===== src/rtl/cpu_pkg.sv =====
// Shared definitions for the 8-bit control unit: widths, opcodes, instruction
// field positions and FSM state encoding.
package cpu_pkg;

  localparam int unsigned DW  = 8;
  localparam int unsigned IW  = 16;
  localparam int unsigned RAW = 3;

  localparam int unsigned OP_LSB  = 12;
  localparam int unsigned RD_LSB  = 9;
  localparam int unsigned RS_LSB  = 6;
  localparam int unsigned IMM_LSB = 0;

  localparam logic [3:0] OP_NOP = 4'h0;
  localparam logic [3:0] OP_LDI = 4'h1;
  localparam logic [3:0] OP_MOV = 4'h2;
  localparam logic [3:0] OP_ADD = 4'h3;
  localparam logic [3:0] OP_SUB = 4'h4;
  localparam logic [3:0] OP_AND = 4'h5;
  localparam logic [3:0] OP_OR  = 4'h6;
  localparam logic [3:0] OP_XOR = 4'h7;
  localparam logic [3:0] OP_JMP = 4'h8;
  localparam logic [3:0] OP_JZ  = 4'h9;
  localparam logic [3:0] OP_HLT = 4'hF;

  typedef enum logic [1:0] {
    S_FETCH,
    S_DECODE,
    S_EXECUTE,
    S_HALT
  } state_t;

  function automatic logic writes_rf(input logic [3:0] op);
    return (op >= OP_LDI) && (op <= OP_XOR);
  endfunction

  function automatic logic is_undef(input logic [3:0] op);
    return (op >= 4'hA) && (op <= 4'hE);
  endfunction

endpackage


===== src/rtl/control_unit_if.sv =====
// Instruction-fetch and register-file bus between the control unit and its
// external memory / register file.
interface control_unit_if;
  import cpu_pkg::*;

  logic           imem_req;
  logic [DW-1:0]  imem_addr;
  logic [IW-1:0]  imem_rdata;
  logic           imem_valid;
  logic           rf_wen;
  logic [RAW-1:0] rf_waddr;
  logic [RAW-1:0] rf_saddr;
  logic [DW-1:0]  rf_wdata;
  logic [DW-1:0]  rf_rdata;
  logic [DW-1:0]  rf_sdata;
  logic [DW-1:0]  pc;
  logic           halted;
  logic           illegal;

  modport master (
    output imem_req, imem_addr, rf_wen, rf_waddr, rf_saddr, rf_wdata,
           pc, halted, illegal,
    input  imem_rdata, imem_valid, rf_rdata, rf_sdata
  );

  modport slave (
    input  imem_req, imem_addr, rf_wen, rf_waddr, rf_saddr, rf_wdata,
           pc, halted, illegal,
    output imem_rdata, imem_valid, rf_rdata, rf_sdata
  );

endinterface


===== src/rtl/cpu_alu.sv =====
// Combinational 8-bit ALU; carry is bit 8 of the widened result, which for
// subtraction is the unsigned borrow.
module cpu_alu
  import cpu_pkg::*;
(
  input  logic [DW-1:0] a,
  input  logic [DW-1:0] b,
  input  logic [3:0]    op,
  output logic [DW-1:0] result,
  output logic          carry,
  output logic          zero
);

  logic [DW:0] wide;

  always_comb begin
    wide = '0;
    case (op)
      OP_LDI, OP_MOV: wide = {1'b0, b};
      OP_ADD:         wide = {1'b0, a} + {1'b0, b};
      OP_SUB:         wide = {1'b0, a} - {1'b0, b};
      OP_AND:         wide = {1'b0, a & b};
      OP_OR:          wide = {1'b0, a | b};
      OP_XOR:         wide = {1'b0, a ^ b};
      default:        wide = '0;
    endcase
  end

  assign result = wide[DW-1:0];
  assign carry  = wide[DW];
  assign zero   = (result == '0);

endmodule


===== src/rtl/control_unit.sv =====
// Multi-cycle control unit: FETCH / DECODE / EXECUTE / HALT sequencing over an
// external instruction memory and external register file.
module control_unit
  import cpu_pkg::*;
#(
  parameter logic [DW-1:0] PC_RESET = 8'h00
) (
  input  logic           clk,
  input  logic           rst,
  control_unit_if.master bus
);

  state_t        state, state_next;
  logic [IW-1:0] ir, ir_next;
  logic [DW-1:0] pc_q, pc_next;
  logic          zf, cf, zf_next, cf_next;

  logic [3:0]    opcode;
  logic [DW-1:0] imm8;
  logic [DW-1:0] alu_b;
  logic [DW-1:0] alu_result;
  logic          alu_carry;
  logic          alu_zero;

  assign opcode = ir[OP_LSB +: 4];
  assign imm8   = ir[IMM_LSB +: DW];
  assign alu_b  = (opcode == OP_LDI) ? imm8 : bus.rf_sdata;

  assign bus.rf_waddr  = ir[RD_LSB +: RAW];
  assign bus.rf_saddr  = ir[RS_LSB +: RAW];
  assign bus.pc        = pc_q;
  assign bus.imem_addr = pc_q;

  cpu_alu u_alu (
    .a      (bus.rf_rdata),
    .b      (alu_b),
    .op     (opcode),
    .result (alu_result),
    .carry  (alu_carry),
    .zero   (alu_zero)
  );

  always_ff @(posedge clk) begin
    if (rst) begin
      state <= S_FETCH;
      pc_q  <= PC_RESET;
      ir    <= '0;
      zf    <= 1'b0;
      cf    <= 1'b0;
    end else begin
      state <= state_next;
      pc_q  <= pc_next;
      ir    <= ir_next;
      zf    <= zf_next;
      cf    <= cf_next;
    end
  end

  // Outputs are gated by rst so a reset cycle never requests, writes or flags.
  always_comb begin
    state_next   = state;
    ir_next      = ir;
    pc_next      = pc_q;
    zf_next      = zf;
    cf_next      = cf;
    bus.imem_req = 1'b0;
    bus.rf_wen   = 1'b0;
    bus.rf_wdata = '0;
    bus.halted   = 1'b0;
    bus.illegal  = 1'b0;
    if (!rst) begin
      case (state)
        S_FETCH: begin
          bus.imem_req = 1'b1;
          if (bus.imem_valid) begin
            ir_next    = bus.imem_rdata;
            pc_next    = pc_q + DW'(1);
            state_next = S_DECODE;
          end
        end
        S_DECODE: state_next = S_EXECUTE;
        S_EXECUTE: begin
          state_next = S_FETCH;
          if (writes_rf(opcode)) begin
            bus.rf_wen   = 1'b1;
            bus.rf_wdata = alu_result;
            zf_next      = alu_zero;
            if (opcode >= OP_ADD) cf_next = alu_carry;
          end
          case (opcode)
            OP_JMP:  pc_next = imm8;
            OP_JZ:   if (zf) pc_next = imm8;
            OP_HLT:  state_next = S_HALT;
            default: ;
          endcase
          bus.illegal = is_undef(opcode);
        end
        S_HALT:  bus.halted = 1'b1;
        default: state_next = S_FETCH;
      endcase
    end
  end

endmodule


===== src/flat_wrapper.sv =====
// flat-port wrapper written by rule: the top's interface ports become plain ports
module control_unit_flat import cpu_pkg::*;
#(
  parameter logic [DW-1:0] PC_RESET = 8'h00
)
  (clk, rst, bus_imem_req, bus_imem_addr, bus_rf_wen, bus_rf_waddr, bus_rf_saddr, bus_rf_wdata, bus_pc, bus_halted, bus_illegal, bus_imem_rdata, bus_imem_valid, bus_rf_rdata, bus_rf_sdata);
  control_unit_if bus_i ();
  input  logic clk;
  input  logic rst;
  output wire logic [$bits(bus_i.imem_req)-1:0] bus_imem_req;
  output wire logic [$bits(bus_i.imem_addr)-1:0] bus_imem_addr;
  output wire logic [$bits(bus_i.rf_wen)-1:0] bus_rf_wen;
  output wire logic [$bits(bus_i.rf_waddr)-1:0] bus_rf_waddr;
  output wire logic [$bits(bus_i.rf_saddr)-1:0] bus_rf_saddr;
  output wire logic [$bits(bus_i.rf_wdata)-1:0] bus_rf_wdata;
  output wire logic [$bits(bus_i.pc)-1:0] bus_pc;
  output wire logic [$bits(bus_i.halted)-1:0] bus_halted;
  output wire logic [$bits(bus_i.illegal)-1:0] bus_illegal;
  input wire logic [$bits(bus_i.imem_rdata)-1:0] bus_imem_rdata;
  input wire logic [$bits(bus_i.imem_valid)-1:0] bus_imem_valid;
  input wire logic [$bits(bus_i.rf_rdata)-1:0] bus_rf_rdata;
  input wire logic [$bits(bus_i.rf_sdata)-1:0] bus_rf_sdata;
  assign bus_imem_req = bus_i.imem_req;
  assign bus_imem_addr = bus_i.imem_addr;
  assign bus_rf_wen = bus_i.rf_wen;
  assign bus_rf_waddr = bus_i.rf_waddr;
  assign bus_rf_saddr = bus_i.rf_saddr;
  assign bus_rf_wdata = bus_i.rf_wdata;
  assign bus_pc = bus_i.pc;
  assign bus_halted = bus_i.halted;
  assign bus_illegal = bus_i.illegal;
  assign bus_i.imem_rdata = bus_imem_rdata;
  assign bus_i.imem_valid = bus_imem_valid;
  assign bus_i.rf_rdata = bus_rf_rdata;
  assign bus_i.rf_sdata = bus_rf_sdata;
  control_unit #(.PC_RESET(PC_RESET)) u_core (.clk(clk), .rst(rst), .bus(bus_i));
endmodule

===== config.mk =====
export PLATFORM = sky130hd
export DESIGN_NAME = control_unit_flat
export DESIGN_NICKNAME = d
export VERILOG_FILES = /design/src/rtl/cpu_pkg.sv /design/src/rtl/control_unit_if.sv /design/src/rtl/cpu_alu.sv /design/src/rtl/control_unit.sv /design/src/flat_wrapper.sv
export SDC_FILE = /design/constraint.sdc
export NUM_CORES = 1
export LEC_CHECK = 0
export CAP_MARGIN = 20
export CORE_ASPECT_RATIO = 1.25
export CORE_UTILIZATION = 54
export DETAILED_ROUTE_END_ITERATION = 16
export PLACE_DENSITY_LB_ADDON = 0.15
export SLEW_MARGIN = 10
export SYNTH_ARGS = -nofsm -noshare
export SYNTH_HDL_FRONTEND = slang
export SYNTH_SLANG_ARGS = --single-unit

===== constraint.sdc =====
create_clock -name clk -period 7.2 [get_ports clk]
set_input_delay 1.44 -clock clk [delete_from_list [all_inputs] [get_ports clk]]
set_output_delay 1.44 -clock clk [all_outputs]
set_load 0.03 [all_outputs]

==> key figures <==
Drt
  – Vias per cell: 5.748
  – Wire per inst: 15.12 um
  – Vias: 2,575
  – Met2 WL: 3431 um
  – Initial DRC Count: 146
  – Total detailed-routing wirelength: 6772 um
  – Routed Antenna Nets: 0
  – WL met1: 2902 um
  – Residual DRC count: 0
  – DR top layer: met4
  – Wire length on met3: 286 um
  – DRT Pass-1 Iters: 4

Worst hold path
  – Hold depth: 2
  – Hold crit path type: register to register

Critical path
  – CP Launch Point: bus_rf_sdata[0]
  – Worst EP required: 5.76 ns
  – Highest net fanout along the worst path: 5
  – Worst R2R Setup Slack: 2.94 ns
  – CP Capture Point: bus_rf_wdata[7]
  – Crit Path Category: input port to output port
  – Critical R2R Launch: u_core.ir[13]
  – Worst-case reg-to-reg path depth: 14
  – CP Launch Type: input port
  – Worst flop-to-flop path endpoint: u_core.zf
  – Worst Path Arrival: 4.90 ns
  – Crit. End Element: output port

STA
  – RSZ-0062 raised after global routing: no
  – Worst-Margin Slew: 0.9597 ns
  – # setup viols final: 0
  – Crit share post-route: 0.8811
  – Fin. Hold Viols: 0
  – Final min period: 6.344 ns
  – Pins Over Slew Limit: 0
  – Skew final: 0.005002 ns
  – Max frequency: 157.6 MHz
  – Worst slew margin: 0.3593
  – TNS Setup: 0 ns

Clocking
  – Number of buffers created by CTS: 3
  – TritonCTS clock tree: done
  – H-tree depth: 1
  – Post_cts resized: 0
  – Root buf cell: clkbuf_8
  – Clock latency on the worst-skew pair: 0.27 ns
  – Clk slew on worst S/H paths: 0.09 ns
  – CTS Hold Buffers Added: 0
  – Setup repair bufs after CTS: 0
  – CTS Sinks: 27
  – Longest Clk Path Bufs: 2

Floorplanning
  – Die ar.: 5170 sq um
  – Core area: 4730 sq um
  – Initial Util: 0.5577
  – Die Y: 80.14 um
  – Cell row count: 28
  – I/O Pins: 69
  – DIE WIDTH: 64.51 um

Synth
  – Mean post-synth cell area: 7.601 sq um
  – Syn Std Cell Area: 2638 sq um
  – Syn Nets: 408
  – Area fraction of the dominant cell type after synthesis: 0.2049
  – Synth async-reset ratio: 0
  – Cell taking the most area after synthesis: dfxtp_1
  – Register area share after synthesis: 0.2049
  – Synth Instances: 347
  – Top FF cell, synth: dfxtp_1
  – EDFF count, synth: 0
  – Cell variety after synth: 49
  – Number of synthesized register bits: 27
  – Largest cells by area after synthesis: dfxtp_1, ha_1, nand2_1
  – Syn. warnings: 0

Global routing
  – GRT Overall Usage: 0.2702
  – Largest net degree at the start of global routing: 32
  – Initial antenna violation count: 0
  – First-pass GRT wire length: 10,940 um
  – Total gr overflow: 0
  – Vias in the first global route: 2,422

Power and ir drop
  – Leak: 1.246 nW
  – Worst vdd ir: 0.1388 mV
  – Pwr per Cell Area: 161.0 nW/um^2

Final layout
  – Share of cells above drive strength 1: 0.04124
  – Final Core Density: 0.6878
  – Antenna diode count: 0
  – Area grow syn2layout: 23.34%
  – Nets: 450

Outcome
  – Status: completed

Placement
  – Gpl congestion: 0.9114
  – Buffers on Ports: 68
  – Post-DP HPWL: 5181 um

Run
  – Maxcap violations: 0
[cell families after synthesis]
family,synth area share
and+or+nand+nor,0.2263
DFF,0.2049
muxes,0.06973
adders and majority gates,0.1262
AOI/OAI and AO/OA,0.2225
xor gates and xnor gates,0.04317
buffers and inverters,0.1072
[synthesized netlist by cell type (all sizes together), types with 4 or more instances]
master and instances:
nand2 42, nor2 33, a21oi 30, dfxtp 27, ha 25, buf 24, inv 22, mux2i 15
o21ai 13, xnor2 12, nor2b 10, clkbuf 9, nand3 9, a22o 7, a22oi 7, nand2b 6
and3 5, a211oi 4, and2 4, nor3 4
[area by class of cell]
class	instances	area, sq um
Tap cell	60	75.07
Inverter	22	82.58
Fill cell	399	1476
Timing Repair Buffer	70	695.7
Sequential cell	27	540.5
Multi-Input combinational cell	265	1814
Clock buffer	4	45.04
[routing by layer]
layer  global-route usage  up-vias
met1               0.3230     1205
met4              0.09778        0
li1                     -     1287
met3              0.01136       12
met5                    0        -
met2               0.5042       71
[cells in the final DEF, fill, tap and decap left out, types with 2 or more instances in the layout]
cell type        count
nand2_1             42
a32oi_1              3
and3_1               5
clkdlybuf4s50_1     68
inv_1               22
nor4_1               3
a21oi_1             30
ha_1                25
dfxtp_1             27
o31ai_1              2
nand3_1              9
a221oi_1             2
o21ai_0             12
a22o_1               7
and2_1               4
xnor2_1             12
o22ai_1              3
nor3_1               4
nor2b_1             10
clkbuf_8             3
nor4b_4              2
a21o_1               2
mux2_2               3
nor2_1              33
nand2b_1             6
o221a_2              2
a211oi_1             3
a22oi_1              7
mux2i_1             15
buf_4                2
or2_2                2
[how the worst min path moves through the flow]
stage | from | to | slack, ns
after CTS | u_core.ir[8] | u_core.ir[8] | 0.46
after global placement | u_core.ir[8] | u_core.ir[8] | 0.45
final | u_core.ir[8] | u_core.ir[8] | 0.46
after detailed placement | u_core.ir[8] | u_core.ir[8] | 0.45
after global routing | u_core.ir[8] | u_core.ir[8] | 0.48
after floorplan | u_core.ir[10] | u_core.ir[10] | 0.44
[flip-flops by register name, summed over array words and instances, names as in the netlist]
| name | cells |
|---|---|
| u_core.ir | 16 |
| u_core.bus.imem_addr | 8 |
| u_core.state | 2 |
| u_core.zf | 1 |
[power breakdown]
group / leakage [nW] / internal, mW / switching [mW]
clock: 0.0228 / 0.0397 / 0.0461
sequential: 0.221 / 0.162 / 0.0248
combinational: 1.00 / 0.114 / 0.137
[per-stage QoR]
stage | hold slack (ns) | std cells | worst slack (ns) | power, mW | instance area, sq um
after floorplan | 0.4367 | 347 | 2.140 | 0.3709 | 2638
after global placement | 0.4469 | 444 | 0.9496 | 0.4327 | 3208
after detailed placement | 0.4476 | 444 | 0.8437 | 0.4385 | 3208
after CTS | 0.4601 | 448 | 0.8352 | 0.5240 | 3253
after global routing | 0.4771 | 448 | 0.6252 | 0.5576 | 3253
final | 0.4574 | 448 | 0.8560 | 0.5236 | 3253
[worst max-delay path, cell delays in order]
cell and delay, ns:
clkdlybuf4s50_1 0.47, mux2_2 0.34, nor2b_1 0.15, xnor2_1 0.25
inv_1 0.07, ha_1 0.26, nor2b_1 0.12, o21ai_0 0.26
o21ai_0 0.18, a31oi_1 0.24, xnor2_1 0.09, o32ai_1 0.19
and2_1 0.18, clkdlybuf4s50_1 0.66
(Power assumes the default switching activity.)
==> edit 1 (config.mk and constraints unchanged) <==
`DW`: 8 -> 6.
--- a/src/rtl/cpu_pkg.sv
+++ b/src/rtl/cpu_pkg.sv
@@ -2,7 +2,7 @@
 // field positions and FSM state encoding.
 package cpu_pkg;
 
-  localparam int unsigned DW  = 8;
+  localparam int unsigned DW  = 6;
   localparam int unsigned IW  = 16;
   localparam int unsigned RAW = 3;
 
Interface: changed (5 resized); port bits go from 69 to 59. No check against the original RTL was run, so the function may have changed too.
==> edit 1 against the original RTL <==
  * Combinational power shrank 19%
  * Critical endpoint is now bus_rf_wdata[5]
  * Clock skew grew 0.0015 ns
  * Global-route usage shrank 0.33 points
  * Worst setup slack gained 0.19 ns
  * Sequential cell count shrank 2
  * Clock power shrank 5.7%
  * Routed wire length shrank 20%
  * Non-clock buffer count shrank 11
  * Cell area shrank 17%
  * Power shrank 13%
  * First-iteration DRC count shrank 25%
  * Area after synthesis shrank 18%
  * Largest cell class unchanged
  * Sequential share of layout area grew 1.8 points
==> edit 1: results (changes against the original RTL) <==
Status
  • Outcome: completed

Global routing
  • First-pass GRT wire length: 8870 µm (-19%)
  • Largest net degree at the start of global routing: 30 (-6.3%)
  • Initial antenna violation count: 0 (unchanged)
  • Met3 Track Usage GR: 2.30% (+1.2 points)
  • GR Util All Layers: 26.7% (-0.33 points)
  • GR Util met1: 30.4% (-1.9 points)
  • Met2 usage: 47.8% (-2.7 points)
  • Vias in the first global route: 1953 (-19%)

Placed design
  • Placed Instances: 372 (-16%)
  • Routability cong.: 0.907 (-0.50%)
  • Post-place setup slack: 1.07 ns (+0.222 ns)
  • PortBufs: 58 (-15%)
  • Post-DP HPWL: 4250 µm (-18%)

Logic synthesis
  • Synthesized area per cell: 7.56 µm² (-0.60%)
  • Post-synthesis sequential area ratio: 23.1% (+2.6 points)
  • Cells taking the most area after synthesis: dfxtp_1 23%, ha_1 12%, nand2_1 6.8%, mux2i_1 6.5%, nor2_1 5.4%
  • #FFs+latches synth: 25 (-7.4%)
  • Post-synth top cells: 39 x nand2_1, 31 x nor2_1, 25 x dfxtp_1, 22 x a21oi_1, 20 x ha_1

Timing
  • Worst slew pin tran: 1.02 ns (+0.0602 ns)
  • Hold Slack: 0.460 ns (+0.00214 ns)
  • Final Cycle Share: 85.4% (-2.7 points)
  • Worst Clk Skew: 0.00653 ns (+0.00152 ns)

Pwr
  • Worst VDD drop: 0.131 mV (-5.9%)
  • Reg power frac: 37.5% (+1.9 points)
  • Comb power frac: 44.8% (-3.2 points)
  • Int Power: 284 µW (-10%)
  • Switching power of the nets: 171 µW (-17%)

Cells and area
  • Clock buf/inv share: 1.66% (+0.28 points)
  • Area of the multi-input gates: 1450 µm² (-20%)
  • Fill count: 341 (-15%)
  • Multi-input gates: 217 (-18%)
  • Signal buffers: 59 (-16%)
  • Max reg flops: 16 (unchanged)
  • Sequential cell area: 500 µm² (-7.4%)
  • Inverter count: 17 (-23%)
  • Share of cells above drive strength 1: 3.11% (-1.0 points)

Drt
  • Met1 wire length: 2250 µm (-23%)
  • WL met3: 247 µm (-14%)
  • Met2 WL: 2740 µm (-20%)
  • Routed WL per cell: 14.5 µm (-4.3%)
  • Vias per Instance: 5.58 (-2.9%)
  • DR iter-0 viols: 110 (-25%)

Hold path
  • Hold endpoint: u_core.ir[10]
  • Hold_sp: u_core.ir[10]

Setup path
  • Critical Path End: bus_rf_wdata[5]
  • Max FO, Critical Path: 4 (-1)
  • CP Data Arrival Time: 4.71 ns (-0.19 ns)
  • Reg2reg path depth: 12 (-2)

Clock network
  • Resized cells post-CTS: 0 (unchanged)
edit 1: through the flow:
stage | utilization, % | instance area (µm²)
detailed placement | 69.9 | 2670
CTS | 71.0 | 2710
global placement | 69.9 | 2670
floorplan | - | 2170
finish | 71.0 | 2710
global route | 71.0 | 2710
edit 1: cell families after synthesis:
logic type                 count (synthesis)  synth area share, %
adders and majority gates                 21                 12.5
DFF                                       25                 23.1
AOI/OAI and AO/OA                         70                 21.7
and+or+nand+nor                          105                 23.1
xor gates and xnor gates                   6                 2.42
muxes                                     15                 6.98
buffers and inverters                     45                 10.2
edit 1: critical path: stages:
cell and delay [ns]:
clkdlybuf4s50_1 0.53, mux2i_1 0.15, nor2_1 0.17, xor2_1 0.25, inv_1 0.08, ha_1 0.26
nor2b_1 0.14, o31ai_1 0.25, a21oi_1 0.12, xnor2_1 0.26, mux2i_1 0.22, nor2_1 0.07
o21a_1 0.19, clkdlybuf4s50_1 0.58
==> edit 2 (same settings) <==
Made on the original files. Encoding of `state_t`: now one-hot (4 bits for 4 states).
--- a/src/rtl/cpu_pkg.sv
+++ b/src/rtl/cpu_pkg.sv
@@ -23,11 +23,11 @@
   localparam logic [3:0] OP_JZ  = 4'h9;
   localparam logic [3:0] OP_HLT = 4'hF;
 
-  typedef enum logic [1:0] {
-    S_FETCH,
-    S_DECODE,
-    S_EXECUTE,
-    S_HALT
+  typedef enum logic [3:0] {
+    S_FETCH   = 4'b0001,
+    S_DECODE  = 4'b0010,
+    S_EXECUTE = 4'b0100,
+    S_HALT    = 4'b1000
   } state_t;
 
   function automatic logic writes_rf(input logic [3:0] op);
Behaviour: no difference found for any inputs over 10 cycles, from zero or initial values and one cycle with rst high; not proved beyond that.
==> edit 2 against the original RTL <==
  * Area after synthesis down 0.24%
  * Combinational power down 23%
  * Via count up 3.5%
  * Die area down 0.23%
  * Worst setup slack better by 0.12 ns
  * Routed wire length up 4.0%
  * First-iteration DRC count up 0.68%
  * Count of clock-buffer cells in the layout up 3
  * Power down 0.28%
  * Cell area up 3.4%
  * Fmax up 2.0%
  * Sequential cell count up 2
  * Critical endpoint unchanged
  * Largest cell class unchanged
==> edit 2: results (changes against the original RTL) <==
Global routing
  • Vias in the first global route: 2503 (+3.3%)
  • Largest net degree at the start of global routing: 34 (+6.3%)
  • Met3 Track Usage GR: 4.57% (+3.4 points)
  • GR Util met1: 34.8% (+2.5 points)
  • First-pass GRT wire length: 11600 µm (+6.2%)
  • Met2 usage: 50.4% (unchanged)
  • GR Util All Layers: 29.2% (+2.2 points)

Clock network
  • Resized cells post-CTS: 0 (unchanged)
  • TritonCTS Buffers: 5 (+2)
  • H-tree depth: 2 (+1)
  • Clk slew on worst S/H paths: 0.06 ns (-0.03 ns)
  • Clk Latency, worst-skew pair: 0.29 ns (+0.02 ns)
  • Buffer levels on the longest clock path: 2 (unchanged)
  • Clock root buffer master: clkbuf_8

Logic synthesis
  • Async SR Flop Fraction: 0% (unchanged)
  • Net Count, Synth: 412 (+0.98%)
  • Post-synthesis sequential area ratio: 22.1% (+1.6 points)
  • Synthesized area per cell: 7.41 µm² (-2.5%)
  • Cells taking the most area after synthesis: dfxtp_1 22%, ha_1 10%, nand2_1 7.7%, a21oi_1 5.7%, mux2i_1 4.6%
  • Post-synth top cells: 54 x nand2_1, 30 x a21oi_1, 29 x dfxtp_1, 26 x nor2_1, 21 x ha_1
  • Synth warn: 0 (unchanged)
  • Yosys cell types: 55 (+12%)
  • Primary FF master, synth: dfxtp_1

Drt
  • Vias per Instance: 5.72 (-0.47%)
  • DR iter-0 viols: 147 (+0.68%)
  • Routed WL per cell: 15.1 µm (about the same)
  • DRT Pass-1 Iters: 4 (unchanged)

Hold path
  • Hold depth: 2 (unchanged)
  • Hold endpoint: u_core.ir[9]
  • Min-Delay Path Class: reg2reg
  • Hold_sp: u_core.ir[9]

Cells and area
  • Share of cells above drive strength 1: 6.40% (+2.3 points)
  • N_diodes: 0 (unchanged)
  • Fill count: 412 (+3.3%)
  • Final cell count without fillers: 466 (+4.0%)
  • NumNets Final: 462 (+2.7%)

Pwr
  • Switching part of the total power: 34.0% (-5.7 points)
  • Worst VDD drop: 0.170 mV (+23%)
  • Pleak: 1.33 nW (+6.5%)

Setup path
  • Max FO, Critical Path: 5 (unchanged)
  • CP Data Arrival Time: 4.78 ns (-0.12 ns)
  • Reg2reg path depth: 13 (-1)
  • Worst R2R Setup Slack: 3.40 ns (+0.46 ns)
  • Worst R2R Start: u_core.ir[13]
  • Reg2reg end: u_core.zf

Placed design
  • Post-place setup slack: 1.00 ns (+0.161 ns)
  • Placed Instances: 457 (+2.9%)
  • Post-DP HPWL: 5190 µm (+0.20%)
  • Routability cong.: 0.910 (-0.21%)

Status
  • Outcome: completed

Timing
  • # setup viols final: 0 (unchanged)
  • Slew HR: 48.9% (+13 points)
  • Worst Clk Skew: 0.00841 ns (+0.00341 ns)
edit 2: worst max-delay path: stages:
cell,delay (ns)
clkdlybuf4s50_1,0.46
mux2_2,0.34
and2_1,0.18
xnor2_1,0.24
inv_1,0.08
ha_1,0.26
nor2b_1,0.13
o21ai_0,0.20
o21ai_0,0.16
a31oi_1,0.22
xnor2_1,0.14
a21o_1,0.15
and2_1,0.13
clkdlybuf4s50_1,0.66
edit 2: cells by family (layout without fill, tap and decap cells):
family          Yosys count  after routing  share of synthesized area, %
simple gates            143            143                          26.8
compound gates           83             83                          20.2
buf+inv                  49            100                          9.27
flops                    29             29                          22.1
fa+ha+maj                22             22                          10.7
mux                      15             15                          6.28
xor+xnor                 14             14                          4.66
edit 2: layer usage:
| layer | vias up | part of all wire [%] |
|---|---|---|
| met4 | 0 | 2.8 |
| li1 | 1337 | - |
| met3 | 16 | 4.4 |
| met2 | 88 | 49 |
| met5 | - | 0 |
| met1 | 1225 | 44 |
edit 2: how the worst max path moves through the flow:
stage	start	endpoint	slack, ns	cells after the start
final	bus_rf_sdata[0]	bus_rf_wdata[7]	0.98	14
after floorplan	bus_rf_sdata[0]	bus_rf_wdata[7]	2.15	12
after CTS	bus_rf_sdata[0]	bus_rf_wdata[7]	0.98	14
after global routing	bus_rf_sdata[0]	bus_rf_wdata[7]	0.74	14
after global placement	bus_rf_sdata[0]	bus_rf_wdata[7]	1.08	14
after detailed placement	bus_rf_sdata[0]	bus_rf_wdata[7]	1.00	14
edit 2: through the flow:
stage	instance area (µm²)	hold slack, ns
after floorplan	2630	0.437
after CTS	3360	0.456
after global routing	3360	0.487
final	3360	0.453
after global placement	3250	0.441
after detailed placement	3250	0.449
edit 2: power by group through the flow:
stage          sequential, mW  clock [mW]  combinational, mW
2_1_floorplan           0.182           0              0.136
3_3_place_gp            0.184           0              0.188
3_5_place_dp            0.184           0              0.190
4_1_cts                 0.180       0.150              0.191
5_1_grt                 0.182       0.156              0.214
6_report                0.181       0.149              0.193
edit 2: layout make-up:
type,instances,area (µm²),area share [%]
inverters,18,67.6,2.01
well taps,60,75.1,2.23
flip-flops and latches,29,581,17.3
clock inverters,1,5.00,0.149
multi-input cells,277,1810,53.9
repair buffers,74,726,21.6
clock buffers,7,96.3,2.86
